$ cat src/rtl/led_pkg.sv
// Shared types for the LED matrix frame scheduler: frame storage, row index and swap FSM states.
package led_pkg;

   localparam int unsigned NUM_ROWS = 8;

   typedef logic [NUM_ROWS-1:0][7:0] frame_t;
   typedef logic [2:0]               row_idx_t;

   typedef enum logic {
      StIdle,
      StPending
   } swap_state_e;

endpackage

$ cat src/rtl/led_scan_timer.sv
// Row-scan cadence: a divider that pulses scan_tick once per SCAN_DIV cycles and advances the
// displayed row on each tick.
module led_scan_timer
   import led_pkg::*;
#(
   parameter int unsigned SCAN_DIV = 4096
) (
   input  logic     clock,
   input  logic     reset,
   output logic     scan_tick,
   output row_idx_t scan_row
);

   localparam int unsigned DivW = (SCAN_DIV > 2) ? $clog2(SCAN_DIV) : 1;
   localparam logic [DivW-1:0] DivLast = DivW'(SCAN_DIV - 1);

   logic [DivW-1:0] div_q, div_d;
   row_idx_t        row_q, row_d;

   always_comb begin
      scan_tick = (div_q == DivLast);
      div_d     = div_q + 1'b1;
      row_d     = row_q;
      if (scan_tick) begin
         div_d = '0;
         row_d = row_q + 3'd1;
      end
   end

   always_ff @(posedge clock) begin
      if (reset) begin
         div_q <= '0;
         row_q <= '0;
      end else begin
         div_q <= div_d;
         row_q <= row_d;
      end
   end

   assign scan_row = row_q;

endmodule

$ cat src/rtl/led_frame_scheduler.sv
// Double-buffered 8x8 red/green frame store: round-robin row writes into the back buffer and a
// front/back exchange deferred to the frame boundary so the display never tears.
module led_frame_scheduler
   import led_pkg::*;
#(
   parameter int unsigned SCAN_DIV = 4096
) (
   input  logic       clock,
   input  logic       reset,
   input  logic       g_valid,
   output logic       g_ready,
   input  row_idx_t   g_row,
   input  logic [7:0] g_red,
   input  logic [7:0] g_green,
   input  logic       o_valid,
   output logic       o_ready,
   input  row_idx_t   o_row,
   input  logic [7:0] o_red,
   input  logic [7:0] o_green,
   input  logic       swap_req,
   output logic       swap_pending,
   output logic       swap_done,
   output logic       scan_tick,
   output row_idx_t   scan_row,
   output frame_t     red_array,
   output frame_t     green_array
);

   swap_state_e state_q, state_d;
   logic        front_sel_q, front_sel_d;
   logic        ptr_o_q, ptr_o_d;
   logic        swap_done_q, swap_done_d;
   frame_t      red_a_q, red_a_d, red_b_q, red_b_d;
   frame_t      green_a_q, green_a_d, green_b_q, green_b_d;

   logic       frame_boundary;
   logic       wr_en;
   row_idx_t   wr_row;
   logic [7:0] wr_red, wr_green;

   led_scan_timer #(
      .SCAN_DIV(SCAN_DIV)
   ) u_scan_timer (
      .clock    (clock),
      .reset    (reset),
      .scan_tick(scan_tick),
      .scan_row (scan_row)
   );

   assign frame_boundary = scan_tick && (scan_row == 3'd7);

   // Arbiter: ptr_o_q set means the overlay port wins the next contention.
   always_comb begin
      g_ready = 1'b0;
      o_ready = 1'b0;
      if (!reset && state_q == StIdle) begin
         if (g_valid && (!o_valid || !ptr_o_q)) begin
            g_ready = 1'b1;
         end else if (o_valid) begin
            o_ready = 1'b1;
         end
      end
      ptr_o_d = ptr_o_q;
      if (g_ready) begin
         ptr_o_d = 1'b1;
      end else if (o_ready) begin
         ptr_o_d = 1'b0;
      end
   end

   always_comb begin
      wr_en    = g_ready || o_ready;
      wr_row   = g_ready ? g_row   : o_row;
      wr_red   = g_ready ? g_red   : o_red;
      wr_green = g_ready ? g_green : o_green;
   end

   // Back buffer is A when front_sel_q is set, B otherwise.
   always_comb begin
      red_a_d   = red_a_q;
      red_b_d   = red_b_q;
      green_a_d = green_a_q;
      green_b_d = green_b_q;
      if (wr_en) begin
         if (front_sel_q) begin
            red_a_d[wr_row]   = wr_red;
            green_a_d[wr_row] = wr_green;
         end else begin
            red_b_d[wr_row]   = wr_red;
            green_b_d[wr_row] = wr_green;
         end
      end
   end

   always_comb begin
      state_d     = state_q;
      front_sel_d = front_sel_q;
      swap_done_d = 1'b0;
      unique case (state_q)
         StIdle: begin
            if (swap_req) begin
               state_d = StPending;
            end
         end
         StPending: begin
            if (frame_boundary) begin
               state_d     = StIdle;
               front_sel_d = ~front_sel_q;
               swap_done_d = 1'b1;
            end
         end
         default: state_d = StIdle;
      endcase
   end

   always_ff @(posedge clock) begin
      if (reset) begin
         state_q     <= StIdle;
         front_sel_q <= 1'b0;
         ptr_o_q     <= 1'b0;
         swap_done_q <= 1'b0;
         red_a_q     <= '0;
         red_b_q     <= '0;
         green_a_q   <= '0;
         green_b_q   <= '0;
      end else begin
         state_q     <= state_d;
         front_sel_q <= front_sel_d;
         ptr_o_q     <= ptr_o_d;
         swap_done_q <= swap_done_d;
         red_a_q     <= red_a_d;
         red_b_q     <= red_b_d;
         green_a_q   <= green_a_d;
         green_b_q   <= green_b_d;
      end
   end

   assign swap_pending = (state_q == StPending);
   assign swap_done    = swap_done_q;
   assign red_array    = front_sel_q ? red_b_q   : red_a_q;
   assign green_array  = front_sel_q ? green_b_q : green_a_q;

endmodule

$ cat config.mk
export PLATFORM = sky130hd
export DESIGN_NAME = led_frame_scheduler
export DESIGN_NICKNAME = d
export VERILOG_FILES = /design/src/rtl/led_pkg.sv /design/src/rtl/led_scan_timer.sv /design/src/rtl/led_frame_scheduler.sv
export SDC_FILE = /design/constraint.sdc
export NUM_CORES = 1
export LEC_CHECK = 0
export BUFFER_PORTS_ARGS = -buffer_cell sky130_fd_sc_hd__buf_2
export CAP_MARGIN = 20
export CORE_MARGIN = 1
export CORE_UTILIZATION = 40
export DETAILED_ROUTE_END_ITERATION = 7
export PLACE_DENSITY = 0.65
export SYNTH_ARGS = -nofsm -noshare
export SYNTH_HDL_FRONTEND = slang
export SYNTH_SLANG_ARGS = --single-unit
$ cat constraint.sdc
create_clock -name clock -period 2.7 [get_ports clock]
set_input_delay 0.135 -clock clock [delete_from_list [all_inputs] [get_ports clock]]
set_output_delay 0.135 -clock clock [all_outputs]
set_load 0.01 [all_outputs]
==> out/metrics.yaml <==
power_and_ir_drop:
  ir_worst_vdd_mv: 0.508
  leakagePower_nw: 6.64
  power.density_mw_per_mm2: 584
synth:
  synthAdderAreaFrac: 0.00295
  synth.distinct_cells: 41
  yosysTopAreaCellShare: 0.433
  synth_fp_nets: 1214
  synth_top_family_by_area: "multiplexers"
  ys_top_cells_by_area: "dfxtp_1, mux2i_1, nand2b_1"
  synth_largest_area_cell: "dfxtp_1"
  ys_warn_count: 0
  avgSynthCellArea_um2: 10.9
  synth-compound-area-share: 0.0362
  synth_xor_area_frac: 0.00688
  synth-seq-cells: 275
  synth_simple_gate_area_frac: 0.168
  synth_seq_area_share: 0.433
  netlist_instances: 1168
  synthMuxAreaShare: 0.317
  syn_area_mm2: 0.0127
floorplanning:
  dieArea_mm2: 0.0325
  start_util: 0.412
  design.portCount: 179
  chipWidth_um: 180
  die_height_um: 180
  rows: 64
  core_mm2: 0.0309
timing:
  fin_crit_ns: 2.47
  setup_viol: 0
  max_freq_ghz: 0.405
  fin_setup_tns_ns: 0
  drv_slew: 0
  whs_ns: -0.00215
  maxSlewHeadroom: 0.428
  setup_slack_ns: 0.232
  final-hold-violation-count: 1
  finClkSkew_ns: 0.0133
  finalCritPeriodShare: 0.914
  rsz0062_at_grt: "false"
  tightest_slew_ns: 0.858
routing:
  drt_iter0_drc: 508
  drt_first_pass_iters: 4
  via_count: 8830
  wirelength_mm: 31.8
  drc: 0
  detail-route-antenna-nets: 0
  avgRoutedWirePerCell_um: 18.2
  viasPerCell: 5.05
critical_path:
  r2r_start: "swap_pending"
  cpMaxStageDelayCell: "dfxtp_4"
  worstSetupPathType: "reg -> out"
  cp-end-kind: "output pin"
  max_stage_delay_ns: 0.58
  reg2reg_slack_ns: 0.61
  start_kind: "register"
  critical_path.max_fanout: 44
  cp.arrival_ns: 2.33
  cp.required_ns: 2.57
  reg2reg_depth: 4
  cp_cell_sequence: "buf_4 > mux2_2 > buf_2"
  reg2reg_to: "red_b_q[56]"
clock_network:
  cts_tree: "yes"
  cts_resized: 0
  htreeDepth: 1
  cts.sinks: 275
  cts_buffer_depth: 3
  numCtsBuffers: 30
  clockRootBuffer: "clkbuf_16"
  clock_latency_ns: 0.56
  clk_pin_slew_worst_paths_ns: 0.06
grt:
  grt_max_degree: 104
  grt_pass1_vias: 8848
  overflow: 0
  grt_use_total: 0.191
  antenna_found_initial: 0
  grt_pass1_wl_mm: 49.7
finish:
  antenna-diode-count: 0
  regArea_mm2: 0.00551
  multi_input_area_mm2: 0.00676
  area_delta_synth_final_pct: 18.1
  layout.cells.non_filler: 1750
  nets: 1376
  fillers: 2861
  drive_above_1_share: 0.310
run_status:
  violations: "hold timing"
  status: "finished, violations left"
worst_hold_path:
  hold_end: "ptr_o_q"
  min_path_type: "in -> reg"
  min-delay-start: "reset"
  hold_depth: 2
place:
  hpwlAfterDp_mm: 20.4
  placed_cells: 1692
  port_buffers: 178
  place.gp.congestion: 0.761
  place_ws_ns: 0.611
job:
  maxCapViolations: 0
==> area by class of cell <==
| type | count | share of cell area |
|---|---|---|
| Timing Repair Buffer | 220 | 0.0819 |
| Multi-Input combinational cell | 800 | 0.450 |
| Sequential cell | 275 | 0.367 |
| Clock buffer | 42 | 0.0556 |
| Inverter | 3 | 0.000750 |
| Clock inverter | 14 | 0.0120 |
| Tap cell | 396 | 0.0330 |
==> sequential cells by signal (all words and copies together) (netlist names) <==
signal and count:
ptr_o_q 1, green_a_q 64, swap_pending 1, swap_done 1, red_b_q 64, u_scan_timer.scan_row 3, u_scan_timer.div_q 12, front_sel_q 1
green_b_q 64, red_a_q 64
==> report_power, final <==
part	internal (mW)	switching, mW
Clock	2.46	1.73
Combinational	0.193	0.283
Sequential	4.09	0.0238
Total	6.75	2.03
==> repair_timing <==
item / 4_1_cts / 5_1_grt
setup endpoints to repair: 0 / 0
hold buffers: 2 / 0
setup buffers: 0 / 0
endpoints found under the hold margin: 2 / 0
==> worst max-delay path by stage <==
stage                          to  slack, ns  cells past startpoint         start
detailed placement    red_b_q[61]       0.61                      5         reset
global route        red_array[16]       0.16                      3   front_sel_q
floorplan           green_b_q[36]       0.76                      6  swap_pending
CTS                 red_array[16]       0.21                      3   front_sel_q
global placement      red_b_q[59]       0.63                      5         reset
finish              red_array[16]       0.23                      3   front_sel_q
==> worst max-delay path, delay by kind of cell, from the launching register on <==
family	cells	cell delay, ns
flip-flops	1	0.58
buffers and inverters	2	0.73
multiplexers	1	0.45
==> stage by stage <==
stage / cell area (um2) / power (mW) / utilization
3_3_place_gp: 14000 / 4.68 / 0.453
6_report: 15000 / 8.78 / 0.486
4_1_cts: 15000 / 8.87 / 0.486
3_5_place_dp: 14000 / 4.69 / 0.453
5_1_grt: 15000 / 9.08 / 0.486
2_1_floorplan: 12700 / 4.52 / -
==> Yosys cell counts, drive strengths merged <==
cell type / instances
nor2b: 7
xnor2: 8
buf: 25
nand2b: 262
o21ai: 17
mux2i: 259
a31oi: 1
and2: 1
nand4b: 1
nand3b: 1
nor4b: 2
ha: 3
o22ai: 6
nand2: 9
a32oi: 2
a22oi: 6
mux2: 128
nor2: 24
xor2: 2
nor4: 3
a21o: 16
nand3: 22
or2: 2
inv: 3
dfxtp: 275
and4b: 1
or3b: 2
nor3b: 3
nor3: 6
o32ai: 2
clkbuf: 65
nand4: 4
==> placed cells by master (no fill, tap or decap), types with 7 or more instances in the layout <==
master / instances
buf_4: 39
mux2_2: 128
xnor2_1: 8
clkbuf_16: 30
clkbuf_1: 8
nand3_1: 22
buf_2: 177
nand2b_1: 262
a21o_1: 16
nand2_1: 9
o21ai_0: 17
nor2b_1: 7
mux2i_1: 259
nor2_1: 24
dfxtp_1: 274
==> routing by layer <==
layer,track usage,wire length [um],vias to the layer above
met5,0,0,-
met4,0.0472,627,0
met3,0.0251,1120,39
met2,0.320,14900,175
met1,0.260,15200,4294
li1,-,-,4322
==> logic make-up (layout without fill, tap and decap cells) <==
kind of cell / after synthesis / count (layout)
muxes: 387 / 387
and+or+nand+nor: 350 / 350
DFF: 275 / 275
buffers and inverters: 93 / 279
AOI/OAI and AO/OA: 50 / 50
xor gates and xnor gates: 10 / 10
adders and majority gates: 3 / 3
(Power assumes the default switching activity.)
